--- src/rtl/program_memory.sv ---
// ============================================================================
// Module   : program_memory
// Purpose  : Combinational instruction memory with a framed byte-serial loader
//            that holds the cpu in reset while a program image streams in.
//            Optional macro: PROGMEM_PRIV_PROTECT_EN (write-protects banks 1-3).
// Revision : 1.0 - initial release
// ============================================================================
`default_nettype none

module program_memory #(
  parameter int         ADDR_W    = 6,
  parameter int         DATA_W    = 8,
  parameter logic [7:0] SYNC_BYTE = 8'hA5
) (
  input  logic              clock,
  input  logic              reset,
  input  logic [ADDR_W-1:0] addr,
  output logic [DATA_W-1:0] data,
  input  logic [7:0]        rx_data,
  input  logic              rx_valid,
  output logic              rx_ready,
  output logic              cpu_reset,
  output logic              busy,
  output logic              err
`ifdef PROGMEM_PRIV_PROTECT_EN
  ,
  input  logic              priv_unlock
`endif
);

  localparam int c_DEPTH = 1 << ADDR_W;

  typedef enum logic [2:0] {
    S_IDLE = 3'd0,
    S_ADDR = 3'd1,
    S_LEN  = 3'd2,
    S_DATA = 3'd3,
    S_CSUM = 3'd4,
    S_DONE = 3'd5
  } state_t;

  state_t              r_state;
  state_t              w_state_next;
  logic [DATA_W-1:0]   r_mem [c_DEPTH];
  logic [ADDR_W-1:0]   r_wptr;
  logic [7:0]          r_cnt;
  logic [7:0]          r_sum;
  logic                r_err;
  logic                r_cpu_reset;
  logic                w_accept;
  logic                w_we;
  logic                w_write_ok;
  logic [7:0]          w_sum_next;

  assign w_accept   = rx_valid && rx_ready;
  assign w_sum_next = r_sum + rx_data;

`ifdef PROGMEM_PRIV_PROTECT_EN
  // Only bank 0 is writable without the unlock; pointer and checksum still advance.
  assign w_write_ok = (r_wptr[ADDR_W-1:ADDR_W-2] == 2'b00) || priv_unlock;
`else
  assign w_write_ok = 1'b1;
`endif

  assign data      = r_mem[addr];
  assign err       = r_err;
  assign cpu_reset = r_cpu_reset;

  always_ff @(posedge clock or negedge reset) begin
    if (!reset) r_state <= S_IDLE;
    else        r_state <= w_state_next;
  end

  always_comb begin
    w_state_next = r_state;
    rx_ready     = 1'b1;
    busy         = 1'b1;
    w_we         = 1'b0;
    case (r_state)
      S_IDLE: begin
        busy = 1'b0;
        if (w_accept && rx_data == SYNC_BYTE) w_state_next = S_ADDR;
      end
      S_ADDR: if (w_accept) w_state_next = S_LEN;
      S_LEN:  if (w_accept) w_state_next = (rx_data == 8'd0) ? S_CSUM : S_DATA;
      S_DATA: begin
        if (w_accept) begin
          w_we = w_write_ok;
          if (r_cnt == 8'd1) w_state_next = S_CSUM;
        end
      end
      S_CSUM: if (w_accept) w_state_next = S_DONE;
      S_DONE: begin
        rx_ready     = 1'b0;
        w_state_next = S_IDLE;
      end
      default: w_state_next = S_IDLE;
    endcase
  end

  always_ff @(posedge clock or negedge reset) begin
    if (!reset) begin
      r_wptr      <= '0;
      r_cnt       <= '0;
      r_sum       <= '0;
      r_err       <= 1'b0;
      r_cpu_reset <= 1'b1;
    end else begin
      if (w_accept) begin
        case (r_state)
          S_IDLE: begin
            if (rx_data == SYNC_BYTE) begin
              r_err       <= 1'b0;
              r_cpu_reset <= 1'b0;
              r_sum       <= '0;
            end
          end
          S_ADDR: begin
            r_wptr <= rx_data[ADDR_W-1:0];
            r_sum  <= w_sum_next;
          end
          S_LEN: begin
            r_cnt <= rx_data;
            r_sum <= w_sum_next;
          end
          S_DATA: begin
            r_wptr <= r_wptr + ADDR_W'(1);
            r_cnt  <= r_cnt - 8'd1;
            r_sum  <= w_sum_next;
          end
          S_CSUM: if (w_sum_next != 8'd0) r_err <= 1'b1;
          default: ;
        endcase
      end
      // A bad frame leaves the cpu parked in reset until a good frame lands.
      if (r_state == S_DONE && !r_err) r_cpu_reset <= 1'b1;
    end
  end

  always_ff @(posedge clock or negedge reset) begin
    if (!reset) begin
      for (int i = 0; i < c_DEPTH; i++) r_mem[i] <= '0;
    end else if (w_we) begin
      r_mem[r_wptr] <= DATA_W'(rx_data);
    end
  end

endmodule

`default_nettype wire

--- config.mk ---
export PLATFORM = sky130hd
export DESIGN_NAME = program_memory
export DESIGN_NICKNAME = d
export VERILOG_FILES = /design/src/rtl/program_memory.sv
export SDC_FILE = /design/constraint.sdc
export NUM_CORES = 1
export LEC_CHECK = 0
export CORE_MARGIN = 2
export CORE_UTILIZATION = 60
export DETAILED_ROUTE_END_ITERATION = 8
export GPL_TIMING_DRIVEN = 0
export PLACE_DENSITY = 0.77
export SLEW_MARGIN = 15
export SYNTH_ARGS = -nofsm -noshare
export SYNTH_HDL_FRONTEND = slang
export SYNTH_SLANG_ARGS = --single-unit
--- constraint.sdc ---
create_clock -name clock -period 2.6 [get_ports clock]
set_clock_uncertainty 0.05 [all_clocks]
set_input_delay 0.26 -clock clock [delete_from_list [all_inputs] [get_ports clock]]
set_output_delay 0.26 -clock clock [all_outputs]
set_load 0.03 [all_outputs]
* Word level (Yosys, flattened, before mapping)
Index checks and enable logic that the tools add are counted.
** Storage, ports and cells
- Flip-flop bits (word level) :: 539
- Logic and storage cells :: 143
- Memories kept :: 0
- Output and inout bits :: 12
- Bits in writable memories :: 0
- Input port bits :: 17
- ROM bits :: 0
- Latch bits :: 0
** Cells by class
- Reduce and logical (&&, ||, !) cells :: 22
- Shifts and indexed selects :: 0
- Bitwise logic cells :: 2
- Magnitude comparators :: 3
- Equality and inequality tests :: 15
- Add/subtract/negate cells :: 3
- Mux-type cells :: 28
- Div/mod/pow operators :: 0
- Multiply operators :: 0
** Operator list (number)
- bitwise mux 512 bit :: 1
- binary-select mux 8 bit (select 6 bit) :: 1
- demux 8 bit (select 6 bit) :: 1
- 2-to-1 mux 8 bit :: 4
- one-hot mux 8 bit (2 select lines) :: 2
- 2-to-1 mux 3 bit :: 7
- != test 2 bit (second input constant) :: 8
- one-hot mux 3 bit (5 select lines) :: 1
- greater-or-equal comparator 7 bit (second input constant) :: 2
- inverter 6 -> 7 bit :: 2
- nonzero test 2 bit :: 7
- one-hot mux 6 bit (2 select lines) :: 1
- 2-to-1 mux 1 bit :: 9
- adder 8 bit :: 1
- equality test 8 x 1 -> 1 bit (second input constant) :: 1
- equality test 8 bit (second input constant) :: 1
- logical NOT 8 bit :: 1
- nonzero test 8 bit :: 1
- subtractor 8 x 1 -> 8 bit (second input constant) :: 1
- less-than comparator 7 x 1 -> 1 bit (second input constant) :: 1
- adder 6 x 1 -> 6 bit (second input constant) :: 1
- equality test 3 x 2 -> 1 bit (second input constant) :: 2
- equality test 3 bit (second input constant) :: 2
- AND reduction 3 bit :: 2
- other kinds (9) :: 13

* Depth between registers and ports, before layout
- Depth after elaboration :: 6
- Mapped depth :: 8
- Depth with buffers taken out :: 7

* Least setup slack after synthesis
No wires, ideal clock.
- Kind :: input-to-output
- From :: in addr[2]
- To :: out data[1]
- Data required time :: 2290 ps
- Data arrival time :: 2255 ps
- Stages :: 6
- Path slack :: 35 ps
- Buffers on the path :: 3
- Cells stage by stage :: buf_2 > buf_2 > buf_1 > mux2_2 > o22ai_1 > nor4_1
** Between the ends
- Cells in the longest elaborated chain, start to end :: 4
** Ends and longest elaborated chain
- from (decl) :: line 17 : input logic [ADDR_W-1:0] addr,
- inverter 6 -> 7 bit (not written as such) :: line 65 : assign data = r_mem[addr];
- binary-select mux 8 bit (select 6 bit) :: line 65
- 2-to-1 mux 8 bit (not written as such) (2 in a row) :: line 65
- to (decl) :: line 18 : output logic [DATA_W-1:0] data,
No other way between the ends. The select of a mux whose other input is x is not followed.

* Worst setup path in the final report
- From :: in addr[1]
- To :: out data[3]
The elaborated chain is that of the path after synthesis.

==> qor_table.md <==
| Result | Value | Unit |
|---|---|---|
| Result of the run | finished, violations left | - |
| Violated checks | negative setup slack | - |
| Clk buf depth | 3 | - |
| Initial core utilization | 0.6068 | - |
| Critical path arrival | 2530 | ps |
| Count of synthesis-stage warnings from yosys | 0 | - |
| Leading cell type in the layout, fill and taps excluded | sky130_fd_sc_hd__dfrtp_1 | - |
| Critical Path Start Type | input pin | - |
| Ratio of cells with drive above 1 in the final layout | 0.5034 | - |
| GRT Util Overall | 0.3056 | - |
| Final cell count without fillers | 2327 | - |
| Global-route wire length before repair | 99.08 | mm |
| Vias after detailed routing | 15080 | - |
| Full die area | 43990 | µm² |
| Clock buffer count from CTS | 54 | - |
| Period utilization | 1.092 | - |
| Post-detailed-placement half-perimeter wirelength | 45.02 | mm |
| Setup_tns | -1198 | ps |
| Slew at the pin closest to its max-slew limit | 1047 | ps |
| Cell with the largest stage delay on the worst path | sky130_fd_sc_hd__clkbuf_2 | - |
| CP endpoint kind | primary output | - |
| Peak supply drop | 0.6141 | mV |
| Cell total after placement | 2228 | - |
| Stages on the worst setup path | 7 | - |
| Remaining routing DRC violations | 0 | - |
| Core Area | 41850 | µm² |
| Worst path required time | 2290 | ps |
| NumNets Final | 1778 | - |
| First drt pass iteration count | 6 | - |
| Most common cell on crit path | sky130_fd_sc_hd__buf_2 | - |
| Prevailing post-synth register cell | sky130_fd_sc_hd__dfrtp_1 | - |
| Mean routed wirelength per cell | 27.88 | µm |
| Fill count | 2835 | - |
| Final hold vios | 0 | - |
| Count of port buffers added during placement | 24 | - |
| Ordered cell list for the critical path | buf_2, buf_2, clkbuf_2, mux4_2, nor2_1, nor4_2, buf_2 | - |
| Pwr per Cell Area | 917.1 | nW/µm² |
| Max Clock Freq | 352.2 | MHz |
| Area of the mapped netlist | 25400 | µm² |
| Post-route cell area | 28610 | µm² |
| Top-level I/O count | 29 | - |
| Setup slack at placement | -1316 | ps |
| Endpoints failing setup | 8 | - |
| Number of flip-flops and latches in the synthesized netlist | 539 | - |
| Worst max-slew margin expressed relative to the limit | 0.3022 | - |
| CTS tree | yes | - |
| Highest cell delay on the worst timing path | 490 | ps |
| Syn Area/Cell | 15.30 | µm² |
| Die Wd | 209.7 | µm |
| Routability-driven placement congestion ratio | 0.9385 | - |
| Total wire length | 64.88 | mm |
| Placed instance area | 26460 | µm² |
| Area growth from synthesis to final layout | 12.67 | % |
| Number of synthesized flops with an enable pin | 0 | - |
| DR iter-0 viols | 1160 | - |
| Min-Delay Path Class | input pin to async pin | - |
| Final slew viol count | 0 | - |
| Die extent in y | 209.7 | µm |
| RSZ-0062 raised after global routing | yes | - |
| Overflow left after global routing | 0 | - |
| Root Buffer | sky130_fd_sc_hd__clkbuf_16 | - |
| Depth of the worst register-to-register path | 4 | - |
| Cell family with most CP delay | buffers and inverters | - |
| Number of global-route vias before repair | 16060 | - |
| Via density per instance | 6.482 | - |
| Largest net degree at the start of global routing | 111 | - |
| Proportion of synthesized chip area in sequential cells | 0.5311 | - |
| Number of placement rows | 75 | - |
| Kind of critical path | input pin to primary output | - |
| Reg clk slew, reported paths | 60 | ps |
| Final critical delay including setup and external delays | 2839 | ps |
| CP Max Fanout | 10 | - |
| Leakage power | 0.01352 | µW |
| Later-pin clock latency in the skew report | 600 | ps |
| Antenna Cells | 0 | - |
| Clock net sink count | 539 | - |
| Number of H-tree levels | 2 | - |
| Number of max-cap violations | 0 | - |
| Post-route worst setup slack | -239.1 | ps |
| Number of standard cells after synthesis | 1660 | - |
| Leading cell types in the layout, fill and taps excluded | sky130_fd_sc_hd__dfrtp_1, sky130_fd_sc_hd__mux2_2, sky130_fd_sc_hd__mux4_2 | - |
| WP buf/inv | 4 | - |
| Library cells used by synthesis | 59 | - |
| Async set-or-reset flop fraction in the synthesized netlist | 1.000 | - |
| Hold slack | 170.0 | ps |
| Antenna violations before repair | 0 | - |
| Number of antenna-violating nets in the routed design | 0 | - |
| Post-Syn Nets | 1688 | - |
## metrics by stage
step           utilization  total power (µW)
2_1_floorplan            -             16420
3_3_place_gp        0.6287             18060
3_5_place_dp        0.6321             18420
4_1_cts             0.6804             26220
5_1_grt             0.6837             27400
6_report            0.6837             26240
## worst register-to-register path, cell delays in order (launching register included)
cell	delay, ps
sky130_fd_sc_hd__dfrtp_1	490
sky130_fd_sc_hd__clkbuf_1	400
sky130_fd_sc_hd__nand3_1	510
sky130_fd_sc_hd__nor2_2	610
sky130_fd_sc_hd__mux2_2	410
## flip-flops by register name, indices dropped and copies added, names as in the netlist
| name | flops |
|---|---|
| cpu_reset | 1 |
| err | 1 |
| r_cnt | 8 |
| r_mem | 512 |
| r_state | 3 |
| r_sum | 8 |
| r_wptr | 6 |
## final timing paths
| kind | startpoint | end | slack (ps) |
|---|---|---|---|
| hold reg to reg | r_mem[225] | r_mem[225] | 440 |
| setup reg to reg | r_wptr[0] | r_mem[384] | 10 |
| hold / removal | reset | r_mem[227] | 170 |
| setup / recovery | addr[1] | data[3] | -240 |
| min in group clock | rx_valid | cpu_reset | 390 |
| max in group asynchronous | reset | r_mem[331] | 620 |
## Yosys cell counts, types with 8 or more instances
library cell | n | area, µm²
sky130_fd_sc_hd__mux2i_1 | 21 | 210.2
sky130_fd_sc_hd__clkbuf_1 | 86 | 322.8
sky130_fd_sc_hd__dfrtp_1 | 538 | 13460
sky130_fd_sc_hd__a31oi_1 | 9 | 56.30
sky130_fd_sc_hd__mux2_2 | 521 | 5867
sky130_fd_sc_hd__nor2_2 | 27 | 168.9
sky130_fd_sc_hd__buf_4 | 9 | 67.56
sky130_fd_sc_hd__mux4_2 | 127 | 2860
sky130_fd_sc_hd__buf_2 | 14 | 70.07
sky130_fd_sc_hd__a22oi_1 | 8 | 60.06
sky130_fd_sc_hd__nand2_2 | 33 | 206.5
sky130_fd_sc_hd__nor2_1 | 35 | 131.4
sky130_fd_sc_hd__ha_1 | 10 | 125.1
sky130_fd_sc_hd__nand3_1 | 11 | 55.05
sky130_fd_sc_hd__o22ai_1 | 13 | 81.33
sky130_fd_sc_hd__o21ai_0 | 23 | 115.1
sky130_fd_sc_hd__mux4_1 | 15 | 394.1
sky130_fd_sc_hd__a21oi_1 | 15 | 75.07
sky130_fd_sc_hd__nor3_1 | 12 | 60.06
sky130_fd_sc_hd__nand2_1 | 27 | 101.4
## timing repair
item	in CTS	in global routing
hold buffers	1	0
buffers inserted	2	2
pin swaps	6	0
setup endpoints to repair	8	88
endpoints found under the hold margin	62	0
gates resized for setup	126	30
## power by group
group	internal, µW	leakage [µW]	switching, µW
clock network	4430	0.000862	3240
logic	3520	0.00526	3120
registers	10700	0.00740	1240
total	18600	0.0135	7600
## cell families (layout without fill, tap and decap cells)
group           after synthesis  count (layout)  share of synthesized area
flops                       539             539                     0.5311
fa+ha+maj                    11              11                   0.005715
buf+inv                     124             252                    0.02310
compound gates               93              93                    0.02335
mux                         689             689                     0.3696
simple gates                197             197                    0.04468
xor+xnor                      7               7                   0.002414
## layer usage
metal  wire length [µm]  share of wire  GRT usage  up-vias
li1                   -              -          -     6400
met1              26640           0.41     0.4058     8066
met2              31510           0.49     0.5018      453
met3               3588          0.055    0.04863      164
met4               3146          0.048     0.1411        0
met5                  0              0          0        -
## area by class of cell
type / instances / area [µm²] / share of cell area
Sequential cell: 539 / 13490 / 0.4714
Multi-Input combinational cell: 997 / 11620 / 0.4060
Clock buffer: 80 / 1600 / 0.05592
Tap cell: 539 / 674.4 / 0.02357
Buffer: 119 / 661.9 / 0.02313
Timing Repair Buffer: 34 / 421.7 / 0.01474
Clock inverter: 14 / 131.4 / 0.004591
Inverter: 5 / 18.77 / 0.0006559
(Power assumes the default switching activity.)
